--- config.mk ---
export PLATFORM = sky130hd
export DESIGN_NAME = path_sequencer
export DESIGN_NICKNAME = d
export VERILOG_FILES = /design/src/rtl/bot_pkg.sv /design/src/rtl/path_sequencer_node_timer.sv /design/src/rtl/path_sequencer.sv
export SDC_FILE = /design/constraint.sdc
export NUM_CORES = 1
export LEC_CHECK = 0
export ABC_AREA = 1
export CELL_PAD_IN_SITES_DETAIL_PLACEMENT = 1
export CELL_PAD_IN_SITES_GLOBAL_PLACEMENT = 2
export CORE_ASPECT_RATIO = 2
export CORE_MARGIN = 2
export CORE_UTILIZATION = 25
export CTS_CLUSTER_DIAMETER = 200
export DETAILED_ROUTE_END_ITERATION = 16
export HOLD_SLACK_MARGIN = 0.05
export PLACE_DENSITY = 0.72
export SYNTH_ARGS = -nofsm -noshare
export SYNTH_HDL_FRONTEND = slang
export SYNTH_HIERARCHICAL = 1
export SYNTH_SLANG_ARGS = --single-unit
--- constraint.sdc ---
create_clock -name clk -period 6 [get_ports clk]
set_input_delay 0.9 -clock clk [delete_from_list [all_inputs] [get_ports clk]]
set_output_delay 0.9 -clock clk [all_outputs]
set_load 0.005 [all_outputs]
--- src/rtl/bot_pkg.sv ---
// Shared definitions for the bot motion stack: turn action codes, sequencer
// states and the path terminator node id.
package bot_pkg;

  typedef enum logic [1:0] {
    ACT_FOLLOW   = 2'b00,
    ACT_RIGHT    = 2'b01,
    ACT_LEFT     = 2'b10,
    ACT_STRAIGHT = 2'b11
  } action_e;

  typedef enum logic [2:0] {
    S_IDLE,
    S_LOAD,
    S_FOLLOW,
    S_ISSUE,
    S_DONE,
    S_ERROR
  } state_e;

  localparam logic [6:0] END_MARK_DEFAULT = 7'h7F;

endpackage

--- src/rtl/path_sequencer_node_timer.sv ---
// node_edge_timer: registered rising-edge detect on the node marker level plus
// the watchdog counting cycles spent following a line without reaching a node.
module node_edge_timer #(
  parameter int unsigned NODE_TMO = 50000000
) (
  input  logic clk,
  input  logic rst_n,
  input  logic node_seen,
  input  logic cnt_en,
  input  logic cnt_clr,
  output logic node_rise,
  output logic tmo_expired
);

  localparam int CNT_W = (NODE_TMO > 1) ? $clog2(NODE_TMO + 1) : 1;
  localparam int unsigned TMO_LAST = (NODE_TMO == 0) ? 0 : NODE_TMO - 1;
  localparam bit TMO_ON = (NODE_TMO != 0);

  logic             seen_q;
  logic [CNT_W-1:0] cnt_q;

  // NOTE: state updates use non-blocking assignments so every flop samples
  // pre-edge values, independent of statement order.
  always_ff @(posedge clk or negedge rst_n) begin
    if (!rst_n) begin
      seen_q <= 1'b0;
      cnt_q  <= '0;
    end else begin
      seen_q <= node_seen;
      if (cnt_clr) begin
        cnt_q <= '0;
      end else if (cnt_en && TMO_ON) begin
        cnt_q <= cnt_q + CNT_W'(1);
      end
    end
  end

  assign node_rise = node_seen && !seen_q;

  // Fires in the cycle whose increment brings the count to NODE_TMO.
  assign tmo_expired = TMO_ON && cnt_en && !cnt_clr && (cnt_q == CNT_W'(TMO_LAST));

endmodule

--- src/rtl/path_sequencer.sv ---
// path_sequencer: latches a planned node path with per-hop turn codes, counts
// node crossings and hands one turn command per node to the motion block.
module path_sequencer
  import bot_pkg::*;
#(
  parameter int              NODE_W    = 7,
  parameter int              MAX_NODES = 36,
  parameter logic [NODE_W-1:0] END_MARK = END_MARK_DEFAULT,
  parameter int unsigned     NODE_TMO  = 50000000
) (
  input  logic                        clk,
  input  logic                        rst_n,
  input  logic                        path_valid,
  output logic                        path_ready,
  input  logic [NODE_W*MAX_NODES-1:0] path_data,
  input  logic [2*MAX_NODES-1:0]      turn_data,
  input  logic                        node_seen,
  input  logic                        abort,
  output logic [NODE_W-1:0]           cur_node,
  output logic [NODE_W-1:0]           next_node,
  output logic [1:0]                  action,
  output logic                        action_valid,
  input  logic                        action_ack,
  output logic                        busy,
  output logic                        done,
  output logic                        error
);

  localparam int IDX_W = $clog2(MAX_NODES + 1);

  state_e                             state_q, state_d;
  logic [MAX_NODES-1:0][NODE_W-1:0]   path_q;
  logic [MAX_NODES-1:0][1:0]          turn_q;
  logic [IDX_W-1:0]                   len_q, len_d;
  logic [IDX_W-1:0]                   idx_q, idx_d;
  logic [NODE_W-1:0]                  cur_q, cur_d;
  logic [NODE_W-1:0]                  next_q, next_d;
  action_e                            act_q, act_d;
  logic                               valid_q, valid_d;
  logic                               load_path;
  logic [IDX_W-1:0]                   len_scan;
  logic [IDX_W-1:0]                   idx_p1, idx_p2, len_m1;
  logic                               node_rise, tmo_expired;
  logic                               cnt_en, cnt_clr;

  // Path length is the first terminator slot; a path with none fills every slot.
  always_comb begin
    len_scan = IDX_W'(MAX_NODES);
    for (int k = MAX_NODES - 1; k >= 0; k--) begin
      if (path_data[k*NODE_W +: NODE_W] == END_MARK) len_scan = IDX_W'(k);
    end
  end

  assign idx_p1 = idx_q + IDX_W'(1);
  assign idx_p2 = idx_q + IDX_W'(2);
  assign len_m1 = len_q - IDX_W'(1);

  assign cnt_en  = (state_q == S_FOLLOW) && !abort;
  assign cnt_clr = !cnt_en || node_rise;

  node_edge_timer #(
    .NODE_TMO (NODE_TMO)
  ) u_node_timer (
    .clk         (clk),
    .rst_n       (rst_n),
    .node_seen   (node_seen),
    .cnt_en      (cnt_en),
    .cnt_clr     (cnt_clr),
    .node_rise   (node_rise),
    .tmo_expired (tmo_expired)
  );

  // NOTE: every signal written here gets a default first, so no path through
  // the case statement can leave one unassigned and infer a latch.
  always_comb begin
    state_d   = state_q;
    len_d     = len_q;
    idx_d     = idx_q;
    cur_d     = cur_q;
    next_d    = next_q;
    act_d     = act_q;
    valid_d   = valid_q;
    load_path = 1'b0;

    if (abort) begin
      state_d = S_IDLE;
      len_d   = '0;
      idx_d   = '0;
      cur_d   = '0;
      next_d  = '0;
      act_d   = ACT_FOLLOW;
      valid_d = 1'b0;
    end else begin
      unique case (state_q)
        S_IDLE: begin
          if (path_valid) begin
            load_path = 1'b1;
            len_d     = len_scan;
            state_d   = S_LOAD;
          end
        end
        S_LOAD: begin
          if (len_q < IDX_W'(2)) begin
            state_d = S_ERROR;
          end else begin
            idx_d   = '0;
            cur_d   = path_q[0];
            next_d  = path_q[1];
            act_d   = ACT_FOLLOW;
            valid_d = 1'b0;
            state_d = S_FOLLOW;
          end
        end
        S_FOLLOW: begin
          act_d   = ACT_FOLLOW;
          valid_d = 1'b0;
          // A node arrival takes precedence over a timeout in the same cycle.
          if (node_rise) begin
            idx_d = idx_p1;
            cur_d = path_q[idx_p1];
            if (idx_p1 == len_m1) begin
              state_d = S_DONE;
            end else begin
              next_d  = path_q[idx_p2];
              act_d   = action_e'(turn_q[idx_p1]);
              valid_d = 1'b1;
              state_d = S_ISSUE;
            end
          end else if (tmo_expired) begin
            state_d = S_ERROR;
          end
        end
        S_ISSUE: begin
          if (action_ack) begin
            act_d   = ACT_FOLLOW;
            valid_d = 1'b0;
            state_d = S_FOLLOW;
          end
        end
        S_DONE, S_ERROR: begin
          state_d = state_q;
        end
        default: begin
          state_d = S_IDLE;
        end
      endcase
    end
  end

  // NOTE: the path and turn stores are plain registers and are reset with
  // everything else, so no stale route survives a reset.
  always_ff @(posedge clk or negedge rst_n) begin
    if (!rst_n) begin
      state_q <= S_IDLE;
      path_q  <= '0;
      turn_q  <= '0;
      len_q   <= '0;
      idx_q   <= '0;
      cur_q   <= '0;
      next_q  <= '0;
      act_q   <= ACT_FOLLOW;
      valid_q <= 1'b0;
    end else begin
      state_q <= state_d;
      len_q   <= len_d;
      idx_q   <= idx_d;
      cur_q   <= cur_d;
      next_q  <= next_d;
      act_q   <= act_d;
      valid_q <= valid_d;
      if (load_path) begin
        path_q <= path_data;
        turn_q <= turn_data;
      end
    end
  end

  assign path_ready   = (state_q == S_IDLE);
  assign busy         = (state_q == S_LOAD) || (state_q == S_FOLLOW) || (state_q == S_ISSUE);
  assign done         = (state_q == S_DONE);
  assign error        = (state_q == S_ERROR);
  assign cur_node     = cur_q;
  assign next_node    = next_q;
  assign action       = act_q;
  assign action_valid = valid_q;

endmodule
==> results of run 1 <==
==> routing by layer <==
metal	global-route usage [%]	share of wire [%]	up-vias	wire length [um]
li1	-	-	10500	-
met1	29.9	47	10700	44900
met2	35.5	46	570	44300
met3	2.88	4.5	108	4330
met4	6.62	2.9	6	2840
met5	0	0.043	-	41
==> layout by cell type, fill, tap and decap left out, types with 8 or more instances in the layout <==
cell type and n:
o21ai_0 312, nor3_1 10, dfrtp_1 381, xor2_1 8, a31oi_1 9, inv_2 79, a21oi_1 290, nand4_2 10
a211oi_1 9, inv_1 132, clkbuf_16 41, nand3_1 214, clkdlybuf4s50_1 349, o22ai_1 22, nand4_1 26, clkbuf_8 10
nand2_1 970, o21ai_1 143, buf_4 22, nor2_1 156
==> where the power goes <==
part           internal, mW  switching (mW)  leakage [nW]  total (mW)
sequential             3.68           0.733          4.81        4.41
combinational          1.30            2.65          6.56        3.95
clock                  1.64            1.18         0.710        2.82
==> path summary, 6_finish.rpt <==
check                                           endpoint  slack, ns  cells past startpoint                  start
worst max-delay path            next_node[1]$_DFFE_PN0P_       1.49                     11   idx_q[0]$_DFFE_PN0P_
worst min-delay path             path_q[115]$_DFFE_PN0P_       0.24                      1                  rst_n
worst max register to register  next_node[1]$_DFFE_PN0P_       1.49                     11   idx_q[0]$_DFFE_PN0P_
worst min register to register   cur_node[6]$_DFFE_PN0P_       0.47                      2  path_q[6]$_DFFE_PN0P_
max in group asynchronous           idx_q[0]$_DFFE_PN0P_       4.48                      2                  rst_n
min in group clk                 cur_node[6]$_DFFE_PN0P_       0.47                      2  path_q[6]$_DFFE_PN0P_
==> cells by family (layout without fill, tap and decap cells) <==
| logic type | count (synthesis) | in the layout | synth area share (%) |
|---|---|---|---|
| buffers and inverters | 408 | 667 | 7.18 |
| AND/OR/NAND/NOR | 1418 | 1418 | 27.7 |
| flip-flops | 383 | 383 | 44.6 |
| AO/OA/AOI/OAI | 816 | 816 | 19.8 |
| XOR/XNOR | 10 | 10 | 0.408 |
| adder cells (fa/ha/maj) | 5 | 5 | 0.291 |
==> sequential cells by signal (all words and copies together), names as in the netlist <==
signal	flops
action	2
action_valid	1
cur_node	7
idx_q	6
len_q	6
next_node	7
path_q	252
state_q	3
turn_q	72
u_node_timer/cnt_q	26
u_node_timer/seen_q	1
==> cell type report <==
type	count	area (um2)	share of cell area, %
multi-input cells	2249	10400	37.9
clock inverters	19	269	0.982
well taps	1078	1350	4.92
repair buffers	379	3810	13.9
clock buffers	53	1170	4.27
flip-flops and latches	383	9590	35.0
inverters	216	825	3.01
==> worst max-delay path, cell delays in order (launching register included) <==
cell	delay, ns
dfrtp_4	0.97
inv_8	0.40
o21ai_2	0.79
xor2_1	0.27
nor4_1	0.69
nand2_1	0.20
o21ai_2	0.36
inv_2	0.04
nand2_1	0.16
inv_2	0.07
o211ai_1	0.09
nand2_1	0.07
==> Yosys cell counts, types with 3 or more instances <==
cell | number | area [um2]
o31ai_1 | 3 | 22.5
nor2_2 | 3 | 18.8
clkbuf_1 | 152 | 571
dfrtp_1 | 383 | 9580
o21ai_1 | 144 | 721
nand2_1 | 970 | 3640
a31oi_1 | 9 | 56.3
buf_2 | 5 | 25.0
nor3_1 | 10 | 50.1
inv_1 | 132 | 495
o21ai_0 | 312 | 1560
inv_2 | 82 | 308
a21oi_1 | 290 | 1450
a211oi_1 | 9 | 67.6
a22oi_1 | 4 | 30.0
nand4_4 | 3 | 63.8
ha_1 | 5 | 62.6
a32o_1 | 5 | 50.1
nand4_2 | 10 | 125
nand4_1 | 26 | 163
nor2_4 | 6 | 67.6
nand3_1 | 214 | 1070
xor2_1 | 9 | 78.8
o211ai_1 | 4 | 30.0
buf_1 | 34 | 128
o22ai_1 | 22 | 138
nor4_1 | 5 | 31.3
nor2_1 | 158 | 593
==> metrics by stage <==
| step | total power, mW | cell area (um2) | cells |
|---|---|---|---|
| 2_1_floorplan | 6.55 | 21500 | 3040 |
| 3_3_place_gp | 8.32 | 26000 | 4305 |
| 3_5_place_dp | 8.42 | 26000 | 4305 |
| 4_1_cts | 11.3 | 27400 | 4377 |
| 5_1_grt | 12.0 | 27400 | 4377 |
| 6_report | 11.2 | 27400 | 4377 |
==> flow_summary.json, run 1 <==
{
  "run_status": "completed",
  "post-route-drc-count": 0,
  "powerDensity_nw_per_um2": 408,
  "synth_nets": 3375,
  "dp_slack_ns": 1.57,
  "seq_area_frac_synth_pct": 44.6,
  "core_area_um2": 85400,
  "clk_latency_ns": 0.60,
  "ys_types": 50,
  "vias": 21900,
  "start_util_pct": 25.1,
  "cp.required_ns": 6.49,
  "htree_levels": 2,
  "synthCells": 3040,
  "cts-root-buf": "clkbuf_16",
  "hold_viol": 0,
  "drv_cap": 0,
  "overflow": 0,
  "antennaDiodeCount": 0,
  "irDropWorstVdd_mv": 0.201,
  "drtIter0Drc": 1530,
  "endpoint_kind": "flip-flop",
  "yosys_register_bits": 383,
  "finClkSkew_ns": 0.0335,
  "p_leak_nw": 12.1,
  "cts_setup_buffers": 0,
  "clock.fmax_mhz": 222,
  "port_buffers": 350,
  "worst_slew_pin_slew_ns": 1.11,
  "holdBufCountCts": 0,
  "setup_viol_count_final": 0,
  "ioPinCount": 351,
  "num_rows": 152,
  "grt_pass1_wl_um": 146000,
  "n_fill_cell": 10400,
  "slew_viol_final": 0,
  "wl_um": 96400,
  "max_slew_margin_pct": 26.3,
  "drive_gt1_share_pct": 6.67,
  "cts_buffers": 41,
  "routabilityCongestion": 0.833,
  "cts_resized": 0,
  "synth_edf_count": 0,
  "post-route-min-period_ns": 4.51,
  "syn_area_per_cell_um2": 7.06,
  "path_max_fanout": 154,
  "min_path_type": "primary input to asynchronous set/reset pin",
  "dpl.hpwl_um": 70900,
  "clockBufferDepth": 3,
  "routed_via_density": 5.00,
  "layout_setup_ws_ns": 1.49,
  "syn2layout_area_growth_pct": 27.6,
  "ant_nets": 0,
  "yosysWarningCount": 6,
  "die_w_um": 211,
  "grt_pass1_vias": 22400,
  "drtPass1Iterations": 5,
  "synth_ff_type": "dfrtp_1",
  "die_h_um": 418,
  "cp.arrival_ns": 5.00,
  "final_util_pct": 32.1,
  "finalCritPeriodShare_pct": 75.2,
  "grt_max_degree": 231,
  "dieArea_um2": 88400,
  "gr-usage-all-layers_pct": 21.8,
  "worst_hold_slack_ns": 0.243,
  "wl_per_cell_um": 22.0,
  "netlist_area_um2": 21500,
  "crit_type": "flip-flop to flip-flop",
  "cts_sinks": 383,
  "nNetsFinal": 3605,
  "synth_async_sr_flop_share_pct": 100,
  "tns_ns": 0,
  "cp-start-kind": "flip-flop",
  "antenna_found_initial": 3,
  "rsz0062_at_grt": "false",
  "path_clk_slew_ns": 0.07,
  "cts_tree": "yes"
}
(Power assumes the default switching activity.)
==> inputs of run 2 (changes only) <==
--- a/config.mk
+++ b/config.mk
@@ -14,7 +14,7 @@
 export CTS_CLUSTER_DIAMETER = 200
 export DETAILED_ROUTE_END_ITERATION = 16
 export HOLD_SLACK_MARGIN = 0.05
-export PLACE_DENSITY = 0.72
+export PLACE_DENSITY = 0.74
 export SYNTH_ARGS = -nofsm -noshare
 export SYNTH_HDL_FRONTEND = slang
 export SYNTH_HIERARCHICAL = 1
==> constraint.sdc (replaced) <==
create_clock -name clk -period 3.7 [get_ports clk]
set_input_delay 0.555 -clock clk [delete_from_list [all_inputs] [get_ports clk]]
set_output_delay 0.555 -clock clk [all_outputs]
set_load 0.005 [all_outputs]
==> flow_summary.json, run 2 (same netlist as run 1, synthesis figures left out) <==
{
  "cts_sinks": 383,
  "overflow": 0,
  "grt_pass1_vias": 23100,
  "path_clk_slew_ns": 0.08,
  "drtIter0Drc": 1463,
  "cts_tree": "yes",
  "vias": 22100,
  "dpl-instance-area_um2": 26500,
  "wl_um": 96200,
  "cts_setup_buffers": 0,
  "layout_commonest_cell": "nand2_1",
  "crit_buf_inv": 2,
  "dieArea_um2": 88400,
  "largest_register_ff_count": 252,
  "die_w_um": 211,
  "post-route-drc-count": 0,
  "rsz0062_at_grt": "false",
  "htree_levels": 2,
  "antenna_found_initial": 10,
  "path_max_fanout": 2,
  "cp_slowest_cell": "clkdlybuf4s50_1",
  "fin_area_um2": 27800,
  "num_rows": 152,
  "path_common_cell": "nand2_1",
  "clockBufferDepth": 3,
  "die_h_um": 418,
  "drtPass1Iterations": 5,
  "cp.required_ns": 4.18,
  "ant_nets": 0,
  "finalCritPeriodShare_pct": 87.8,
  "setup_viol_count_final": 0,
  "run_status": "completed",
  "post-route-min-period_ns": 3.25,
  "start_util_pct": 25.1,
  "routabilityCongestion": 0.850,
  "hold_viol": 0,
  "largest-register": "path_q",
  "endpoint_kind": "flip-flop",
  "crit_type": "primary input to flip-flop",
  "syn2layout_area_growth_pct": 29.5,
  "reg.largest.list": "path_q (252), turn_q (72), u_node_timer/cnt_q (26)",
  "wl_per_cell_um": 21.7,
  "nNetsFinal": 3665,
  "routed_via_density": 4.99,
  "max_slew_margin_pct": 38.9,
  "critPathTopFamily": "simple AND/OR/NAND/NOR gates",
  "final_cell_mix": "nand2_1, dfrtp_1, clkdlybuf4s50_1, o21ai_0, a21oi_1",
  "grt_pass1_wl_um": 145000,
  "worst_slew_pin_slew_ns": 0.903,
  "min_path_type": "primary input to flip-flop",
  "powerDensity_nw_per_um2": 649,
  "grt_max_degree": 165,
  "clock.fmax_mhz": 308,
  "drv_cap": 0,
  "cts-root-buf": "clkbuf_16",
  "slowest_delay_ns": 0.49,
  "p_leak_nw": 12.3,
  "port_buffers": 350,
  "drive_gt1_share_pct": 8.25,
  "ioPinCount": 351,
  "finClkSkew_ns": 0.0198,
  "cp.arrival_ns": 3.73,
  "final_util_pct": 32.6,
  "dpl.hpwl_um": 73000,
  "cp-start-kind": "primary input",
  "gr-usage-all-layers_pct": 21.6,
  "cts_buffers": 39,
  "irDropWorstVdd_mv": 0.333,
  "slew_viol_final": 0,
  "clk_latency_ns": 0.57,
  "core_area_um2": 85400
}
## run 2: metal layers
metal  routed length, um  GRT usage, %  share of wire, %
met2               45200          36.0                47
met3                4550          3.01               4.7
met4                2620          6.22               2.7
met5                 111             0              0.12
met1               43700          29.0                45
## run 2: per-stage QoR
step,setup slack (ns),hold WS (ns),power (mW),std cells,setup TNS (ns)
CTS,0.323,0.443,18.2,4435,0
global route,0.00719,0.467,19.3,4436,0
finish,0.451,0.466,18.0,4436,0
detailed placement,-0.280,0.459,13.8,4366,-0.280
floorplan,1.26,0.259,10.6,3040,0
global placement,-0.342,0.454,13.6,4366,-0.342
## run 2: final timing paths
path                       cells past startpoint              startpoint                            end  slack (ns)
setup / recovery                              41          path_data[239]           len_q[0]$_DFFE_PN0P_        0.45
hold / removal                                 1               node_seen  u_node_timer/seen_q$_DFF_PN0_        0.47
setup reg to reg                              12    idx_q[0]$_DFFE_PN0P_          action[0]$_DFFE_PN0P_        0.53
hold reg to reg                                2  turn_q[60]$_DFFE_PN0P_         turn_q[60]$_DFFE_PN0P_        0.47
max in group asynchronous                      4                   rst_n        path_q[174]$_DFFE_PN0P_        2.05
min in group asynchronous                      2                   rst_n        path_q[115]$_DFFE_PN0P_        0.53
## run 2: layout make-up
type | instances | area (um2)
Fill cell | 10400 | 57600
Sequential cell | 383 | 9590
Multi-Input combinational cell | 2249 | 10400
Clock buffer | 48 | 1060
Inverter | 216 | 823
Clock inverter | 20 | 263
Timing Repair Buffer | 441 | 4320
Antenna cell | 1 | 2.50
Tap cell | 1078 | 1350
## run 2: report_power, final
part           switching [mW]  internal, mW  leakage [nW]
Sequential               1.18          5.96          4.81
Clock                    1.83          2.46         0.654
Combinational            4.40          2.21          6.86
Total                    7.40          10.6          12.3
## run 2: worst register-to-register path: stages, from the launching register on
cell     delay (ns)
dfrtp_4        0.56
ha_4           0.21
nand3_1        0.09
xor2_1         0.61
inv_1          0.44
nor2_1         0.21
nor4_1         0.08
buf_4          0.16
a21oi_1        0.15
inv_2          0.07
nor2_1         0.16
inv_2          0.08
o31ai_1        0.24
## run 2: repair_timing
item | 4_1_cts | 5_1_grt
hold buffers | 1 | 0
endpoints found under the hold margin | 52 | 0
endpoints found under the setup margin | 0 | 1
resized for setup | 0 | 1
==> inputs of run 3 (changes only) <==
--- a/config.mk
+++ b/config.mk
@@ -10,11 +10,11 @@
 export CELL_PAD_IN_SITES_GLOBAL_PLACEMENT = 2
 export CORE_ASPECT_RATIO = 2
 export CORE_MARGIN = 2
-export CORE_UTILIZATION = 25
-export CTS_CLUSTER_DIAMETER = 200
+export CORE_UTILIZATION = 27
 export DETAILED_ROUTE_END_ITERATION = 16
 export HOLD_SLACK_MARGIN = 0.05
-export PLACE_DENSITY = 0.74
+export PLACE_DENSITY = 0.79
+export RECOVER_POWER = 50
 export SYNTH_ARGS = -nofsm -noshare
 export SYNTH_HDL_FRONTEND = slang
 export SYNTH_HIERARCHICAL = 1
==> flow_summary.json, run 3 (same netlist as run 1, synthesis figures left out) <==
{
  "place_inst": 4328,
  "vias": 22100,
  "cts_sinks": 383,
  "core_area_um2": 78900,
  "drtPass1Iterations": 5,
  "start_util_pct": 27.2,
  "largest_register_ff_count": 252,
  "cp.required_ns": 4.16,
  "sw_frac_of_total_pct": 41.2,
  "grt_pass1_vias": 23100,
  "reg2reg_depth": 9,
  "slew_viol_final": 281,
  "post-route-min-period_ns": 3.26,
  "largest-register": "path_q",
  "antenna_found_initial": 10,
  "tns_ns": 0,
  "wl_per_cell_um": 22.4,
  "path_clk_slew_ns": 0.07,
  "nNetsFinal": 3670,
  "gr-usage-all-layers_pct": 24.0,
  "layout_setup_ws_ns": 0.445,
  "clockBufferDepth": 3,
  "power.total_mw": 18.2,
  "clk_latency_ns": 0.59,
  "run_status": "finished, violations left",
  "max_slew_margin_pct": -55.9,
  "powerDensity_nw_per_um2": 652,
  "path_common_cell": "nand2_1",
  "dieArea_um2": 81900,
  "syn2layout_area_growth_pct": 29.8,
  "num_rows": 146,
  "n_fill_cell": 9764,
  "port_buffers": 350,
  "slowest_delay_ns": 0.48,
  "cts_buffers": 40,
  "htree_levels": 2,
  "power_frac_comb_pct": 36.4,
  "clkPwrFrac_pct": 24.3,
  "cp.arrival_ns": 3.72,
  "irDropWorstVdd_mv": 0.308,
  "routed_via_density": 5.03,
  "post-route-drc-count": 0,
  "die_h_um": 403,
  "cp-start-kind": "primary input",
  "whs_path_depth": 2,
  "worst_slew_pin_slew_ns": 2.34,
  "final_cell_mix": "nand2_1, dfrtp_1, clkdlybuf4s50_1, o21ai_0, a21oi_1",
  "rsz0062_at_grt": "false",
  "worst_hold_slack_ns": 0.470,
  "hold_viol": 0,
  "grt_pass1_wl_um": 147000,
  "drv_cap": 4,
  "reg.largest.list": "path_q (252), turn_q (72), u_node_timer/cnt_q (26)",
  "setup_viol_count_final": 0,
  "clock.fmax_mhz": 307,
  "cts-root-buf": "clkbuf_16",
  "path_max_fanout": 2,
  "finClkSkew_ns": 0.0273,
  "p_sw_mw": 7.48,
  "cts_tree": "yes",
  "ioPinCount": 351,
  "drive_gt1_share_pct": 8.26,
  "dp_slack_ns": -0.338,
  "endpoint_kind": "flip-flop",
  "dpl.hpwl_um": 75000,
  "die_w_um": 203,
  "power.internal_mw": 10.7,
  "finalCritPeriodShare_pct": 88.0,
  "p_leak_nw": 12.4,
  "grt_max_degree": 117,
  "cp_slowest_cell": "clkdlybuf4s50_1",
  "overflow": 0,
  "pwr-share-seq_pct": 39.3,
  "cts_setup_buffers": 0,
  "ant_nets": 0,
  "min_path_type": "flip-flop to flip-flop",
  "drtIter0Drc": 1260,
  "wl_um": 98500,
  "routabilityCongestion": 0.912,
  "crit_type": "primary input to flip-flop",
  "fin_cells": 4405,
  "layout_commonest_cell": "nand2_1",
  "violations": "max-capacitance violations, max-slew violations"
}
-- run 3: repair_timing --
item,in CTS,in global routing
hold buffers,1,0
setup endpoints to repair,0,1
gates resized for setup,0,2
hold endpoints to repair,40,0
-- run 3: final timing paths --
path                                         from                      end  slack, ns
max                                path_data[230]     len_q[0]$_DFFE_PN0P_       0.44
min                        turn_q[38]$_DFFE_PN0P_   turn_q[38]$_DFFE_PN0P_       0.47
max reg2reg                state_q[2]$_DFFE_PN0P_  path_q[218]$_DFFE_PN0P_       0.45
min reg2reg                turn_q[38]$_DFFE_PN0P_   turn_q[38]$_DFFE_PN0P_       0.47
max in group asynchronous                   rst_n   turn_q[49]$_DFFE_PN0P_       0.59
min in group asynchronous                   rst_n  path_q[106]$_DFFE_PN0P_       0.49
-- run 3: area by class of cell --
cell class | count | area [um2] | share of cell area [%]
Clock buffer | 60 | 1230 | 4.40
Antenna cell | 2 | 5.00 | 0.0180
Inverter | 216 | 825 | 2.96
Multi-Input combinational cell | 2249 | 10400 | 37.3
Sequential cell | 383 | 9590 | 34.4
Clock inverter | 14 | 164 | 0.588
Tap cell | 1036 | 1300 | 4.65
Timing Repair Buffer | 445 | 4370 | 15.7
-- run 3: per-layer routing --
| metal | wire length, um | global-route usage, % | vias to the layer above | part of all wire [%] |
|---|---|---|---|---|
| li1 | - | - | 10600 | - |
| met1 | 38100 | 27.2 | 10700 | 39 |
| met2 | 50900 | 43.5 | 541 | 52 |
| met3 | 3450 | 2.73 | 196 | 3.5 |
| met4 | 5900 | 12.9 | 16 | 6.0 |
| met5 | 114 | 0 | - | 0.12 |
-- run 3: metrics by stage --
stage                     utilization [%]  area, um2
after floorplan                         -      21500
after global placement               33.6      26500
after detailed placement             33.6      26500
after CTS                            35.4      27900
after global routing                 35.3      27900
final                                35.3      27900
-- run 3: power groups by stage --
stage / sequential, mW / combinational [mW] / clock [mW]
final: 7.14 / 6.61 / 4.42
after global routing: 7.33 / 7.42 / 4.65
after CTS: 7.13 / 6.71 / 4.54
after detailed placement: 7.19 / 6.69 / 0
after global placement: 7.13 / 6.55 / 0
after floorplan: 6.77 / 3.85 / 0
-- run 3: worst max-delay path: cells and delay by family --
family / cells / cell delay [ns]
buffers and inverters: 2 / 0.61
and+or+nand+nor: 37 / 2.53
